==> config.mk <==
export PLATFORM = sky130hd
export DESIGN_NAME = prize_collision_detector_flat
export DESIGN_NICKNAME = d
export VERILOG_FILES = /design/src/rtl/prize_pkg.sv /design/src/rtl/prize_collision_detector_if.sv /design/src/rtl/prize_collision_detector_pulse_gen.sv /design/src/rtl/prize_collision_detector.sv /design/src/flat_wrapper.sv
export SDC_FILE = /design/constraint.sdc
export NUM_CORES = 1
export LEC_CHECK = 0
export CORE_MARGIN = 2
export CORE_UTILIZATION = 44
export CTS_CLUSTER_SIZE = 28
export DETAILED_ROUTE_END_ITERATION = 7
export GPL_ROUTABILITY_DRIVEN = 0
export PLACE_DENSITY = 0.9
export REMOVE_ABC_BUFFERS = 1
export SYNTH_ARGS = -nofsm -noshare
export SYNTH_HDL_FRONTEND = slang
export SYNTH_SLANG_ARGS = --single-unit
==> constraint.sdc <==
create_clock -name clk -period 2.9 [get_ports clk]
set_input_delay 0.58 -clock clk [delete_from_list [all_inputs] [get_ports clk]]
set_output_delay 0.58 -clock clk [all_outputs]
set_load 0.005 [all_outputs]
==> src/rtl/prize_pkg.sv <==
// Shared types and constants for the prize collision detector and prize controller.
package prize_pkg;
   typedef enum logic [1:0] {
      ARMED,
      HOLD,
      WAIT_FRAME
   } prize_det_state_t;

   localparam int unsigned COORD_W    = 11;
   localparam int unsigned TILE_SHIFT = 6;
endpackage

==> src/rtl/prize_collision_detector_if.sv <==
// Scan-side inputs and collision outputs of the prize collision detector.
interface prize_collision_detector_if;
   import prize_pkg::*;

   logic               startOfFrame;
   logic               enable;
   logic [COORD_W-1:0] pixelX;
   logic [COORD_W-1:0] pixelY;
   logic               bumpyDrawingRequest;
   logic               prizeDrawingRequest;
   logic               prize_collision;
   logic [COORD_W-1:0] hit_x;
   logic [COORD_W-1:0] hit_y;
   logic [7:0]         prizes_collected;

   modport master (
      output startOfFrame, enable, pixelX, pixelY,
             bumpyDrawingRequest, prizeDrawingRequest,
      input  prize_collision, hit_x, hit_y, prizes_collected
   );

   modport slave (
      input  startOfFrame, enable, pixelX, pixelY,
             bumpyDrawingRequest, prizeDrawingRequest,
      output prize_collision, hit_x, hit_y, prizes_collected
   );
endinterface

==> src/rtl/prize_collision_detector_pulse_gen.sv <==
// Registered pulse generator: trigger loads the down-counter, pulse lasts len+1 cycles.
module prize_pulse_gen (
   input  logic       clk,
   input  logic       resetN,
   input  logic       trigger,
   input  logic [3:0] len,
   output logic       pulse,
   output logic       done
);
   logic [3:0] cnt;

   always_ff @(posedge clk or negedge resetN) begin
      if (!resetN) begin
         cnt   <= '0;
         pulse <= 1'b0;
      end else if (trigger) begin
         cnt   <= len;
         pulse <= 1'b1;
      end else if (pulse) begin
         if (cnt == '0) pulse <= 1'b0;
         else           cnt   <= cnt - 4'd1;
      end
   end

   // Last high cycle of the pulse.
   assign done = pulse && (cnt == '0);
endmodule

==> src/rtl/prize_collision_detector.sv <==
// Detects the first bumpy/prize overlap per frame and emits one registered collision pulse.
// Optional collected-prize counter enabled by defining PRIZE_SCORE_EN.
module prize_collision_detector
   import prize_pkg::*;
#(
   parameter int unsigned PULSE_LEN = 4,
   parameter int unsigned SAT_MAX   = 255
) (
   input logic                       clk,
   input logic                       resetN,
   prize_collision_detector_if.slave bus
);
   localparam logic [3:0] PULSE_LOAD = 4'(PULSE_LEN - 1);

   if (PULSE_LEN < 1 || PULSE_LEN > 15 || SAT_MAX > 255) begin : g_bad_param
      $error("prize_collision_detector: PULSE_LEN must be 1..15 and SAT_MAX <= 255");
   end

   prize_det_state_t state;
   logic             sof_pending;
   logic             overlap;
   logic             trigger;
   logic             pulse;
   logic             done;

   assign overlap = bus.enable & bus.bumpyDrawingRequest & bus.prizeDrawingRequest;
   assign trigger = (state == ARMED) && overlap;

   prize_pulse_gen u_pulse (
      .clk     (clk),
      .resetN  (resetN),
      .trigger (trigger),
      .len     (PULSE_LOAD),
      .pulse   (pulse),
      .done    (done)
   );

   assign bus.prize_collision = pulse;

   always_ff @(posedge clk or negedge resetN) begin
      if (!resetN) begin
         state       <= ARMED;
         sof_pending <= 1'b0;
         bus.hit_x   <= '0;
         bus.hit_y   <= '0;
      end else begin
         case (state)
            ARMED: begin
               if (overlap) begin
                  bus.hit_x <= bus.pixelX;
                  bus.hit_y <= bus.pixelY;
                  state     <= HOLD;
               end
            end
            HOLD: begin
               // A frame start on the exit cycle itself still re-arms.
               if (done) begin
                  state       <= (sof_pending || bus.startOfFrame) ? ARMED : WAIT_FRAME;
                  sof_pending <= 1'b0;
               end else if (bus.startOfFrame) begin
                  sof_pending <= 1'b1;
               end
            end
            WAIT_FRAME: begin
               if (bus.startOfFrame) state <= ARMED;
            end
            default: state <= ARMED;
         endcase
      end
   end

`ifdef PRIZE_SCORE_EN
   localparam logic [7:0] SAT_VAL = 8'(SAT_MAX);
   logic [7:0] collected;

   always_ff @(posedge clk or negedge resetN) begin
      if (!resetN)                           collected <= '0;
      else if (trigger && collected < SAT_VAL) collected <= collected + 8'd1;
   end

   assign bus.prizes_collected = collected;
`else
   assign bus.prizes_collected = '0;
`endif
endmodule

==> src/flat_wrapper.sv <==
// flat-port wrapper written by rule: the top's interface ports become plain ports
module prize_collision_detector_flat import prize_pkg::*;
#(
   parameter int unsigned PULSE_LEN = 4,
   parameter int unsigned SAT_MAX   = 255
)
  (clk, resetN, bus_startOfFrame, bus_enable, bus_pixelX, bus_pixelY, bus_bumpyDrawingRequest, bus_prizeDrawingRequest, bus_prize_collision, bus_hit_x, bus_hit_y, bus_prizes_collected);
  prize_collision_detector_if bus_i ();
  input logic clk;
  input logic resetN;
  input wire logic [$bits(bus_i.startOfFrame)-1:0] bus_startOfFrame;
  input wire logic [$bits(bus_i.enable)-1:0] bus_enable;
  input wire logic [$bits(bus_i.pixelX)-1:0] bus_pixelX;
  input wire logic [$bits(bus_i.pixelY)-1:0] bus_pixelY;
  input wire logic [$bits(bus_i.bumpyDrawingRequest)-1:0] bus_bumpyDrawingRequest;
  input wire logic [$bits(bus_i.prizeDrawingRequest)-1:0] bus_prizeDrawingRequest;
  output wire logic [$bits(bus_i.prize_collision)-1:0] bus_prize_collision;
  output wire logic [$bits(bus_i.hit_x)-1:0] bus_hit_x;
  output wire logic [$bits(bus_i.hit_y)-1:0] bus_hit_y;
  output wire logic [$bits(bus_i.prizes_collected)-1:0] bus_prizes_collected;
  assign bus_i.startOfFrame = bus_startOfFrame;
  assign bus_i.enable = bus_enable;
  assign bus_i.pixelX = bus_pixelX;
  assign bus_i.pixelY = bus_pixelY;
  assign bus_i.bumpyDrawingRequest = bus_bumpyDrawingRequest;
  assign bus_i.prizeDrawingRequest = bus_prizeDrawingRequest;
  assign bus_prize_collision = bus_i.prize_collision;
  assign bus_hit_x = bus_i.hit_x;
  assign bus_hit_y = bus_i.hit_y;
  assign bus_prizes_collected = bus_i.prizes_collected;
  prize_collision_detector #(.PULSE_LEN(PULSE_LEN), .SAT_MAX(SAT_MAX)) u_core (.clk(clk), .resetN(resetN), .bus(bus_i));
endmodule
==> flow_summary.ini, run 1 <==
[clocking]
cts_made_buffers = 5
clk_path_buf_depth = 2
postCtsHoldBufs = 0
post_cts_resized = 0
cts_setup_buffers = 0
cts-root-buf = clkbuf_4
cts.sink_count = 30
clk_pin_slew_ns = 0.09
cts_tree = yes
ctsHtreeMaxLevel = 2
clk_latency_ns = 0.34

[global_routing]
antenna_found_initial = 0
grt_pass1_vias = 932
grt_pass1_wl_mm = 4.19
grtUsageMet3_pct = 8.08
grt_overflow = 0
grt_use_met1_pct = 18.7
grt.busiest_layer = met2
use_met2_pct = 25.9
grt_use_total_pct = 16.8
grt_start_max_net_pins = 31

[die]
die_area_mm2 = 0.00352
initial_core_util_pct = 45.2
die_h_um = 59.3
rows = 20
io_pins = 59
coreArea_mm2 = 0.00298
dieWidth_um = 59.3

[final_layout]
layout-drive-gt1-share_pct = 22.7
final_core_util_pct = 65.3
stdcell_area_mm2 = 0.00195
nFillCells = 225
areaGrowthSynthToFinish_pct = 44.5
finalNonFillerCells = 183
n_antenna_cell = 0
nets = 178

[route]
first_pass_iters = 4
ant_nets = 0
wl_per_cell_um = 14.6
routed_wirelength_mm = 2.67
avgViaCountPerCell = 4.92
drc_errors = 0
vias = 900
drt_iter0_markers = 13

[pwr]
irDropWorstVdd_mv = 0.567
power_mw = 1.97
pwr_density_cell_mw_per_mm2 = 1010
leakage_nw = 0.887

[synth]
avgSynthCellArea_um2 = 14.2
synth-seq-cells = 30
synth_area_leader_cell = dfrtp_1
synth_top_area_share_pct = 55.8
syn-cell-area_mm2 = 0.00135
ys_types = 26
synth_edf_count = 0
synth_ff_type = dfrtp_1
synthCells = 95
synth_common_cells = dfrtp_1, mux2_4, mux2_2
synthArstFlopShare_pct = 100
synth_most_common_cell = dfrtp_1
ys_top_cells_by_area = dfrtp_1, mux2_4, mux2_2
yosys_warnings = 0
ys_seq_area_share_pct = 55.8

[timing]
fin_skew_ns = 0.0108
finalSetupTns_ns = 0
timing.fmax_ghz = 0.496
hold_viol_final = 0
slew_headroom_pct = 61.8
setup_viol = 0
maxSlewViolCount = 0
finalCritPeriodShare_pct = 69.5
hold_ws_ns = 0.512
fin_ws_ns = 0.884
tightest_slew_ns = 0.572
fin_crit_ns = 2.02
rsz0062_at_grt = false

[worst_setup_path]
setup.worst_path.start = u_core.u_pulse.pulse$_DFF_PN0_
rr_startpoint = u_core.state[0]$_DFFE_PN0P_
path_delay_family = buffers and inverters
path_class = flip-flop to primary output
crit_fanout = 10
cp_slowest_cell = clkdlybuf4s50_1
crit_chain = clkdlybuf4s50_1
worstSetupStartpointType = flip-flop
endpoint_kind = primary output
path_buf_inv = 1
cp.arrival_ns = 1.44
cpPeakStageDelay_ns = 0.57
rrSetupSlack_ns = 1.28
cp.required_ns = 2.32

[placement]
pre_cts_ws_ns = 0.706
port_buffers = 50
placed_cell_area_mm2 = 0.00183
dpl.cell_count = 175
dp_hpwl_mm = 1.94

[job]
maxCapViolations = 0

[outcome]
status = finished clean

[hold_path]
worstHoldStart = u_core.bus.hit_y[5]$_DFFE_PN0P_
hold_path_class = flip-flop to flip-flop
==> cell families after synthesis <==
group | count (synthesis) | share of synthesized area [%]
muxes | 23 | 23.1
AOI/OAI and AO/OA | 10 | 4.00
DFF | 30 | 55.8
other | 1 | 0.279
and+or+nand+nor | 16 | 8.55
buffers and inverters | 14 | 7.34
adders and majority gates | 1 | 0.929
==> per-layer routing <==
layer | vias up | wire length (um)
li1 | 419 | -
met4 | 0 | 42
met3 | 5 | 296
met5 | - | 0
met2 | 48 | 1320
met1 | 428 | 1010
==> cell usage in the layout, fill, tap and decap left out, drive strengths merged, types with 2 or more instances in the layout <==
cell type,count
clkdlybuf4s50,50
dfrtp,30
mux2,23
conb,8
clkbuf,6
o21ai,4
a21oi,4
inv,3
nand2,3
nand4b,2
bufinv,2
nor2,2
==> power breakdown <==
part	switching, mW	leakage (nW)	internal [mW]
clock network	0.153	0.0585	0.292
registers	0.139	0.358	0.620
logic	0.226	0.471	0.544
total	0.519	0.887	1.46
==> sequential cells by signal, indices dropped and copies added, names as in the netlist <==
signal,flops
u_core.bus.hit_x,11
u_core.u_pulse.cnt,4
u_core.state,2
u_core.u_pulse.pulse,1
u_core.sof_pending,1
u_core.bus.hit_y,11
==> worst paths after layout <==
kind                       cells past startpoint                                 to
setup reg to reg                               3    u_core.bus.hit_y[9]$_DFFE_PN0P_
setup / recovery                               1                bus_prize_collision
min in group asynchronous                      2    u_core.bus.hit_y[6]$_DFFE_PN0P_
hold reg to reg                                1    u_core.bus.hit_y[5]$_DFFE_PN0P_
max in group asynchronous                      2  u_core.u_pulse.cnt[3]$_DFFE_PN0P_
hold / removal                                 1    u_core.bus.hit_y[5]$_DFFE_PN0P_
==> cell type report <==
cell class | count | area, um2 | share of cell area (%)
Clock buffer | 6 | 51.3 | 2.64
Clock inverter | 2 | 60.1 | 3.09
Inverter | 3 | 11.3 | 0.579
Multi-Input combinational cell | 58 | 523 | 26.9
Sequential cell | 30 | 751 | 38.6
Tap cell | 33 | 41.3 | 2.12
Timing Repair Buffer | 51 | 508 | 26.1
No activity file was read; power rests on OpenSTA's default activity.
==> run 2, diff against run 1 <==
--- a/config.mk
+++ b/config.mk
@@ -6,11 +6,11 @@
 export NUM_CORES = 1
 export LEC_CHECK = 0
 export CORE_MARGIN = 2
-export CORE_UTILIZATION = 44
+export CORE_UTILIZATION = 37
 export CTS_CLUSTER_SIZE = 28
 export DETAILED_ROUTE_END_ITERATION = 7
 export GPL_ROUTABILITY_DRIVEN = 0
-export PLACE_DENSITY = 0.9
+export PLACE_DENSITY = 0.82
 export REMOVE_ABC_BUFFERS = 1
 export SYNTH_ARGS = -nofsm -noshare
 export SYNTH_HDL_FRONTEND = slang
==> constraint.sdc (replaced) <==
create_clock -name clk -period 1.8 [get_ports clk]
set_input_delay 0.36 -clock clk [delete_from_list [all_inputs] [get_ports clk]]
set_output_delay 0.36 -clock clk [all_outputs]
set_load 0.005 [all_outputs]
==> flow_summary.ini, run 2 (same netlist as run 1, synthesis figures left out) <==
[global_routing]
grt_pass1_vias = 996
grt_use_total_pct = 15.5
grt_pass1_wl_mm = 4.86
antenna_found_initial = 0
grt_start_max_net_pins = 31
grt_overflow = 0

[pwr]
p_seq_share_pct = 38.7
pwr_density_cell_mw_per_mm2 = 1600
leakage_nw = 0.897
cell_internal_pwr_mw = 2.35
p_sw_mw = 0.824
power_switching_share_pct = 25.9
irDropWorstVdd_mv = 1.01
pwr-share-comb_pct = 39.2
clock_power_share_pct = 22.1

[clocking]
cts_made_buffers = 5
clk_latency_ns = 0.32
ctsHtreeMaxLevel = 2
cts_tree = yes
cts-root-buf = clkbuf_4
clk_path_buf_depth = 2
cts.sink_count = 30
clk_pin_slew_ns = 0.10

[outcome]
status = finished clean

[job]
maxCapViolations = 0

[route]
ant_nets = 0
avgViaCountPerCell = 4.59
drc_errors = 0
vias = 904
wl_per_cell_um = 13.7
first_pass_iters = 5
drt_iter0_markers = 19
routed_wirelength_mm = 2.71

[final_layout]
layout-drive-gt1-share_pct = 23.8
mostFrequentLayoutCells = clkdlybuf4s50_1, dfrtp_1, mux2_4
stdcell_area_mm2 = 0.00198
finalNonFillerCells = 197
n_antenna_cell = 0
nFillCells = 274
final_common_cell = clkdlybuf4s50_1
reg_top3 = u_core.bus.hit_x (11), u_core.bus.hit_y (11), u_core.u_pulse.cnt (4)
areaGrowthSynthToFinish_pct = 47.3
nets = 179
final_core_util_pct = 58.1

[timing]
finalCritPeriodShare_pct = 92.5
finalSetupTns_ns = 0
fin_skew_ns = 0.00947
hold_viol_final = 0
fin_crit_ns = 1.66
hold_ws_ns = 0.412
rsz0062_at_grt = false
tightest_slew_ns = 0.562
setup_viol = 0
maxSlewViolCount = 0
slew_headroom_pct = 62.4
timing.fmax_ghz = 0.601

[die]
initial_core_util_pct = 39.4
io_pins = 59
coreArea_mm2 = 0.00342
die_h_um = 64.3
die_area_mm2 = 0.00414
rows = 21
dieWidth_um = 64.3

[worst_setup_path]
crit_chain = clkdlybuf4s50_1
cp.arrival_ns = 1.30
cp.required_ns = 1.44
cpPeakStageDelay_ns = 0.53
path_class = flip-flop to primary output
path_delay_family = buffers and inverters
path_buf_inv = 1
endpoint_kind = primary output
worstSetupStartpointType = flip-flop
cp_slowest_cell = clkdlybuf4s50_1
crit_fanout = 10

[placement]
port_buffers = 50
dp_hpwl_mm = 1.91
dpl.cell_count = 189
placed_cell_area_mm2 = 0.00187

[hold_path]
hold_path_class = input pin to asynchronous set/reset pin
==> run 2: changes by cell type in the layout (fill, tap and decap cells not counted) <==
cell     previous run  this run
dfrtp_2             0         1
buf_12              0         1
dfrtp_1            30        29
==> run 2: per-stage QoR <==
| stage | power, mW | setup WS, ns |
|---|---|---|
| floorplan | 1.76 | 0.353 |
| global placement | 2.42 | 0.200 |
| detailed placement | 2.49 | 0.169 |
| CTS | 3.22 | 0.0246 |
| global route | 3.41 | 0.0239 |
| finish | 3.18 | 0.135 |
==> run 2: power groups by stage <==
stage,Combinational (mW),Sequential [mW],Clock [mW]
2_1_floorplan,0.540,1.22,0
3_3_place_gp,1.21,1.21,0
3_5_place_dp,1.26,1.24,0
4_1_cts,1.26,1.23,0.722
5_1_grt,1.36,1.28,0.765
6_report,1.24,1.23,0.703
==> run 2: final cells by class <==
cell class	count	area, um2	share of cell area [%]
Timing Repair Buffer	52	528	26.6
Clock buffer	6	51.3	2.59
Clock inverter	2	60.1	3.03
Sequential cell	30	752	37.9
Tap cell	46	57.6	2.90
Multi-Input combinational cell	58	523	26.4
Inverter	3	11.3	0.568
==> run 2: worst paths after layout <==
check,startpoint,to,slack [ns],cells after the start
max in group asynchronous,resetN,u_core.u_pulse.pulse$_DFF_PN0_,1.10,2
worst max-delay path,u_core.u_pulse.pulse$_DFF_PN0_,bus_prize_collision,0.14,1
worst min-delay path,resetN,u_core.u_pulse.cnt[0]$_DFFE_PN0P_,0.41,2
worst min register to register,u_core.bus.hit_x[3]$_DFFE_PN0P_,u_core.bus.hit_x[3]$_DFFE_PN0P_,0.52,1
worst max register to register,u_core.u_pulse.cnt[0]$_DFFE_PN0P_,u_core.state[1]$_DFFE_PN0P_,0.16,5
min in group clk,u_core.bus.hit_x[3]$_DFFE_PN0P_,u_core.bus.hit_x[3]$_DFFE_PN0P_,0.52,1
==> run 2: timing repair <==
item	4_1_cts	5_1_grt
setup buffers	0	0
hold buffers	0	0
endpoints found under the setup margin	0	1
gates resized for setup	0	1
endpoints found under the hold margin	0	0
==> run 2: routing by layer <==
metal | vias to the layer above | global-route usage (%) | routed length [um]
met3 | 5 | 4.58 | 192
met5 | - | 0 | 0
li1 | 422 | - | -
met1 | 432 | 18.8 | 1080
met4 | 0 | 8.78 | 58
met2 | 45 | 24.6 | 1380
